## config.mk

```make
export PLATFORM = sky130hd
export DESIGN_NAME = fbwriter_clip
export DESIGN_NICKNAME = d
export VERILOG_FILES = /design/src/rtl/fbwriter_clip.sv
export SDC_FILE = /design/constraint.sdc
export NUM_CORES = 2
export LEC_CHECK = 0
export BUFFER_PORTS_ARGS = -buffer_cell sky130_fd_sc_hd__buf_2
export CAP_MARGIN = 40
export CORE_MARGIN = 8
export CORE_UTILIZATION = 30
export DETAILED_ROUTE_END_ITERATION = 12
export MAX_ROUTING_LAYER = met4
export PLACE_DENSITY = 0.58
export SYNTH_ARGS = -nofsm -noshare
export SYNTH_HDL_FRONTEND = slang
export SYNTH_SLANG_ARGS = --single-unit
```

## constraint.sdc

```tcl
create_clock -name PLB_clk -period 23.6 [get_ports PLB_clk]
set_input_delay 4.72 -clock PLB_clk [delete_from_list [all_inputs] [get_ports PLB_clk]]
set_output_delay 4.72 -clock PLB_clk [all_outputs]
set_load 0.01 [all_outputs]
```

## src/rtl/fbwriter_clip.sv

```systemverilog
// Framebuffer writer: pops {x, y, color} pixel records, clips them against the
// window and issues each surviving pixel as a single-beat PLB master write.
module fbwriter_clip #(
    parameter int COORD_W = 32,
    parameter int COLOR_W = 32,
    parameter int ADDR_W  = 32,
    parameter int CNT_W   = 32
) (
    input  logic                           PLB_clk,
    input  logic                           reset,
    input  logic                           enable,
    input  logic [ADDR_W-1:0]              fb_base,
    input  logic [COORD_W-1:0]             fb_stride,
    input  logic [COORD_W-1:0]             fb_width,
    input  logic [COORD_W-1:0]             fb_height,
    input  logic                           pix16,
    input  logic [2*COORD_W+COLOR_W-1:0]   fifo_data,
    input  logic                           fifo_empty,
    output logic                           fifo_rd_en,
    output logic                           IP2Bus_MstWr_Req,
    output logic [ADDR_W-1:0]              IP2Bus_Mst_Addr,
    output logic [3:0]                     IP2Bus_Mst_BE,
    output logic [31:0]                    IP2Bus_MstWr_d,
    input  logic                           Bus2IP_Mst_CmdAck,
    input  logic                           Bus2IP_Mst_Cmplt,
    output logic [3:0]                     state,
    output logic                           busy,
    output logic [CNT_W-1:0]               pix_written,
    output logic [CNT_W-1:0]               pix_dropped
);

    typedef enum logic [3:0] {
        S_IDLE  = 4'd0,
        S_POP   = 4'd1,
        S_LATCH = 4'd2,
        S_CALC  = 4'd3,
        S_REQ   = 4'd4,
        S_WAIT  = 4'd5
    } state_t;

    state_t state_q, state_d;

    logic [COORD_W-1:0] rec_x, rec_y;
    logic [COLOR_W-1:0] rec_color;
    logic               clip_out;

    logic [COORD_W-1:0] x_q, y_q;
    logic [COLOR_W-1:0] color_q;

    logic [ADDR_W-1:0]  offset, addr_d;
    logic [3:0]         be_d;
    logic [31:0]        data_d;
    logic               rd_en_d, req_d, busy_d;
    logic               written_inc, dropped_inc;

    assign rec_x     = fifo_data[2*COORD_W+COLOR_W-1 -: COORD_W];
    assign rec_y     = fifo_data[COORD_W+COLOR_W-1 -: COORD_W];
    assign rec_color = fifo_data[COLOR_W-1:0];
    assign clip_out  = (rec_x >= fb_width) || (rec_y >= fb_height);

    assign state = state_q;

    // NOTE: sequential state uses non-blocking assignments so every register
    // samples pre-edge values regardless of process ordering.
    always_ff @(posedge PLB_clk) begin
        if (reset) state_q <= S_IDLE;
        else       state_q <= state_d;
    end

    // NOTE: every combinational output gets a default first, so no path can
    // leave it unassigned and infer a latch.
    always_comb begin
        state_d = state_q;
        unique case (state_q)
            S_IDLE:  if (enable && !fifo_empty) state_d = S_POP;
            S_POP:   state_d = S_LATCH;
            S_LATCH: state_d = clip_out ? S_IDLE : S_CALC;
            S_CALC:  state_d = S_REQ;
            S_REQ:   if (Bus2IP_Mst_CmdAck) state_d = Bus2IP_Mst_Cmplt ? S_IDLE : S_WAIT;
            S_WAIT:  if (Bus2IP_Mst_Cmplt) state_d = S_IDLE;
            default: state_d = S_IDLE;
        endcase
    end

    // Strobes are decoded from the next state so they can be registered
    // and still line up with the state they belong to.
    always_comb begin
        rd_en_d     = (state_d == S_POP);
        req_d       = (state_d == S_REQ);
        busy_d      = (state_d != S_IDLE);
        written_inc = ((state_q == S_REQ) && Bus2IP_Mst_CmdAck && Bus2IP_Mst_Cmplt) ||
                      ((state_q == S_WAIT) && Bus2IP_Mst_Cmplt);
        dropped_inc = (state_q == S_LATCH) && clip_out;

        offset = ADDR_W'(y_q) * ADDR_W'(fb_stride) + ADDR_W'(x_q);
        addr_d = fb_base + (pix16 ? (offset << 1) : (offset << 2));
        be_d   = pix16 ? (addr_d[1] ? 4'b0011 : 4'b1100) : 4'b1111;
        data_d = pix16 ? {color_q[15:0], color_q[15:0]} : 32'(color_q);
    end

    // Pixel holding registers are only read after LATCH loads them, so they
    // carry no reset.
    always_ff @(posedge PLB_clk) begin
        if (state_q == S_LATCH) begin
            x_q     <= rec_x;
            y_q     <= rec_y;
            color_q <= rec_color;
        end
    end

    always_ff @(posedge PLB_clk) begin
        if (reset) begin
            fifo_rd_en       <= 1'b0;
            IP2Bus_MstWr_Req <= 1'b0;
            IP2Bus_Mst_Addr  <= '0;
            IP2Bus_Mst_BE    <= 4'b0000;
            IP2Bus_MstWr_d   <= 32'h0;
            busy             <= 1'b0;
            pix_written      <= '0;
            pix_dropped      <= '0;
        end else begin
            fifo_rd_en       <= rd_en_d;
            IP2Bus_MstWr_Req <= req_d;
            busy             <= busy_d;
            if (state_q == S_CALC) begin
                IP2Bus_Mst_Addr <= addr_d;
                IP2Bus_Mst_BE   <= be_d;
                IP2Bus_MstWr_d  <= data_d;
            end
            if (written_inc) pix_written <= pix_written + 1'b1;
            if (dropped_inc) pix_dropped <= pix_dropped + 1'b1;
        end
    end

endmodule

```

Yosys cells after proc, flatten, opt, wreduce, memory -nomap -nowiden
Index checks and enable logic that the tools add are counted.
Widths: inputs -> output; s select.

word-level totals
  register bits = 234
  logic and storage cells = 46

cells by class
  add/sub/neg operators = 4
  multiply operators = 1
  order comparisons = 2
  equality and inequality tests = 7
  muxes and demuxes = 10
  reductions and logical operators = 10

operator list
  operator               count
  $add 32x1->32 const B  2
  $ge 32x32->1           2
  $mux 32                2
  $add 32x32->32         1
  $mul 32x32->31         1
  $add 31x31->31         1
  $pmux 4 s6             1
  $mux 4                 5
  $eq 4x3->1 const B     3
  $eq 4x1->1 const B     2
  $eq 4x2->1 const B     2
  $logic_and 1x1->1      5
  $logic_not 4->1        1
  $reduce_bool 4->1      1
  $mux 3                 1
  $logic_or 1x1->1       2
  $mux 2                 1
  $logic_not 1->1        1

Depth between registers and ports, before layout
  depth after elaboration = 6
  depth in mapped cells = 42

Worst setup path after synthesis
No wires, ideal clock.

  kind = input to register
  start point = in fb_stride[2]
  end point = reg IP2Bus_Mst_Addr[31]
  setup time = 0.132 ns
  arrival time = 13.472 ns
  setup slack = 9.996 ns
  stages on the path = 39
  cell sequence = clkbuf_1 > clkbuf_1 > and2_1 > fa_1 > fa_1 > fa_1 > inv_1 > fa_1 > inv_1 > fa_1 > inv_1 > fa_1 > inv_1 > fa_1 > fa_1 > ha_1 > and2_1 > and4b_1 > [3 not listed] > a21oi_1 > nand2b_1 > nand2b_1 > a21oi_1 > xnor2_1 > mux2_2 > ha_1 > o21a_1 > o21a_1 > o21ai_0 > nand2_1 > o21ai_0 > a31oi_1 > and4_4 > a2111oi_4 > xnor3_1 > nand2_1 > a21oi_1

between the ends
  cells in the longest elaborated chain, start to end = 4

RTL lines
  what                  RTL line  RTL
  start, declared       13        input logic [COORD_W-1:0] fb_stride,
  $mul 32x32->31        95        offset = ADDR_W'(y_q) * ADDR_W'(fb_stride) + ADDR_W'(x_q);
  $add 31x31->31        95
  $mux 32               96        addr_d = fb_base + (pix16 ? (offset << 1) : (offset << 2));
  $add 32x32->32        96
  end signal, assigned  126       IP2Bus_Mst_Addr <= addr_d;
  end, declared         21        output logic [ADDR_W-1:0] IP2Bus_Mst_Addr,

Every way passes these cells.
A chain may end at the register's enable or synchronous reset.

Final worst setup path
  start point = in fb_stride[1]
  end point = reg IP2Bus_Mst_Addr[31]

Same word-level chain as after synthesis.

==> out/summary.txt <==
Clk pin slew, worst setup/hold paths: 0.06 ns
ys flop type: dfxtp_1
setup TNS: 0 ns
post-synth net total: 3749
Num CTS Buffers: 28
Detailed Routing Iterations Pass 1: 5
post-synth top area cell: fa_1
vias per cell: 4.650
num rows: 110
Starting Density: 0.3020
CP required: 24.02 ns
TritonCTS sink count: 231
Synth warnings: 0
clk buf depth: 3
initial antenna violation count: 21
post-synthesis cell count: 2888
die height: 316.6 µm
area grow syn2layout: 15.25%
CTS H-tree lvls: 1
share of cells above drive strength 1: 0.1468
Post-Syn Area: 0.02710 mm²
first-pass GRT wire length: 131000 µm
ANT nets after route: 0
Post-CTS Setup Inserts: 0
fin util: 0.3481
Final Hold Vio Count: 0
Core ar.: 0.08974 mm²
RSZ-0062 raised after global routing: false
count leader, synth: inv_1
DRC violations left: 0
sequential area share after synthesis: 0.2053
RePlAce Congestion: 0.8652
Highest Clock Rate: 70.90 MHz
endpoints failing setup: 0
critical path launch point: fb_stride[1]
asr flop ratio synth: 0
outcome: completed
final wirelength: 84490 µm
TritonCTS clock tree: done
Routed WL per cell: 19.19 µm
Die ar.: 0.1002 mm²
Slew @ Worst Pin: 0.8447 ns
Hold Startpoint: IP2Bus_Mst_Addr[12]
number of synthesized flops with an enable pin: 94
vias in the first global route: 22170
crit path kind: in -> reg
PortBufs: 368
Max-Cap Viols: 0
CP max FO: 30
Slowest Stage Delay on Critical Path: 0.53 ns
CP max stage cell: fa_1
CP startpoint kind: input port
Initial DRC Count: 1199
CTS Root Cell: clkbuf_16
Tcrit/Tclk final: 0.5976
Clock Skew: 0.01963 ns
RR Startpoint: y_q[11]
most frequent CP cell: fa_1
cts repair resizes: 0
largest net degree at the start of global routing: 78
syn avg cell area: 9.385 µm²
Worst Slack Setup Final: 9.496 ns
grt total ovfl: 0
most frequent cells after synthesis: inv_1, fa_1, nand2_1
Worst Setup End Kind: flop
HP Class: reg -> reg
synth unique cells: 72
IO Pins: 370
Slew HR: 0.4369
fin crit period: 14.10 ns
Place WS: 8.902 ns
Synth top area share: 0.3021
clock latency on the worst-skew pair: 0.59 ns
dominant cells by area after synthesis: fa_1, edfxtp_1, ha_1, dfxtp_1, and2_1
# nets final: 4050
vias post-DR: 20470
Die Wd: 316.6 µm
Critical Path AT: 14.53 ns
hold_buf cts: 0
flops & latches, synth: 231
fin. max-slew vios: 0
post-DP HPWL: 68800 µm
total track usage: 0.1742
layout make-up:
class	count	area [µm²]
well taps	1176	1471
clock inverters	9	78.83
inverters	452	1697
flip-flops and latches	231	5565
diodes	18	45.04
clock buffers	41	854.6
multi-input cells	2076	19370
repair buffers	400	2152
fillers	9342	58500
metrics by stage:
step	instances	instance area, µm²	hold WS [ns]
4_1_cts	4385	31190	0.4512
6_report	4403	31240	0.4489
2_1_floorplan	2888	27100	0.4761
3_3_place_gp	4329	30150	0.4384
3_5_place_dp	4335	30260	0.4427
5_1_grt	4401	31230	0.4684
cell usage in the layout (no fill, tap or decap), drive strengths merged, types with 9 or more instances in the layout:
| cell type | instances |
|---|---|
| inv | 453 |
| fa | 409 |
| buf | 400 |
| nand2 | 375 |
| and2 | 294 |
| ha | 221 |
| dfxtp | 137 |
| a21oi | 125 |
| nor2 | 119 |
| xnor2 | 102 |
| edfxtp | 94 |
| o21ai | 54 |
| xor2 | 52 |
| clkbuf | 41 |
| a21o | 34 |
| a211oi | 29 |
| nand3 | 27 |
| mux2i | 21 |
| nor3 | 20 |
| diode | 18 |
| or3 | 17 |
| and3 | 16 |
| nand4 | 16 |
| nand2b | 14 |
| o21a | 13 |
| o21bai | 12 |
| nor2b | 11 |
| mux2 | 9 |
kinds of logic (layout without fill, tap and decap cells):
family	Yosys count	in the layout	share of synthesized area
simple gates	946	946	0.1741
fa+ha+maj	630	630	0.4041
buf+inv	581	902	0.08083
compound gates	314	314	0.07335
flops	231	231	0.2053
xor+xnor	155	155	0.05060
mux	30	30	0.01149
other cells	1	19	0.0001384
critical path, delay by kind of cell:
| kind | cells | cell delay, ns |
|---|---|---|
| and+or+nand+nor | 9 | 1.83 |
| buffers and inverters | 5 | 0.71 |
| muxes | 1 | 0.30 |
| adders and majority gates | 10 | 4.50 |
| AOI/OAI and AO/OA | 11 | 1.94 |
| xor gates and xnor gates | 2 | 0.47 |
registers in the layout, indices dropped and copies added, names as in the netlist:
signal            flops
pix_dropped          32
state                 4
IP2Bus_MstWr_Req      1
IP2Bus_Mst_BE         2
busy                  1
pix_written          32
fifo_rd_en            1
y_q                  31
color_q              32
x_q                  31
IP2Bus_Mst_Addr      32
IP2Bus_MstWr_d       32
routing by layer:
metal,vias up,GRT usage,part of all wire
met3,98,0.04795,0.079
li1,9728,-,-
met4,0,0.03729,0.020
met2,590,0.2687,0.44
met5,-,-,0
met1,10060,0.2287,0.46
final timing paths:
kind | to | slack (ns) | cells past startpoint
setup / recovery | IP2Bus_Mst_Addr[31] | 9.50 | 38
setup reg to reg | IP2Bus_Mst_Addr[31] | 13.30 | 38
hold / removal | IP2Bus_Mst_Addr[12] | 0.45 | 2
hold reg to reg | IP2Bus_Mst_Addr[12] | 0.45 | 2
Power is not shown: default switching activity piles up to over one toggle a cycle in this logic, so the estimate is an artifact.
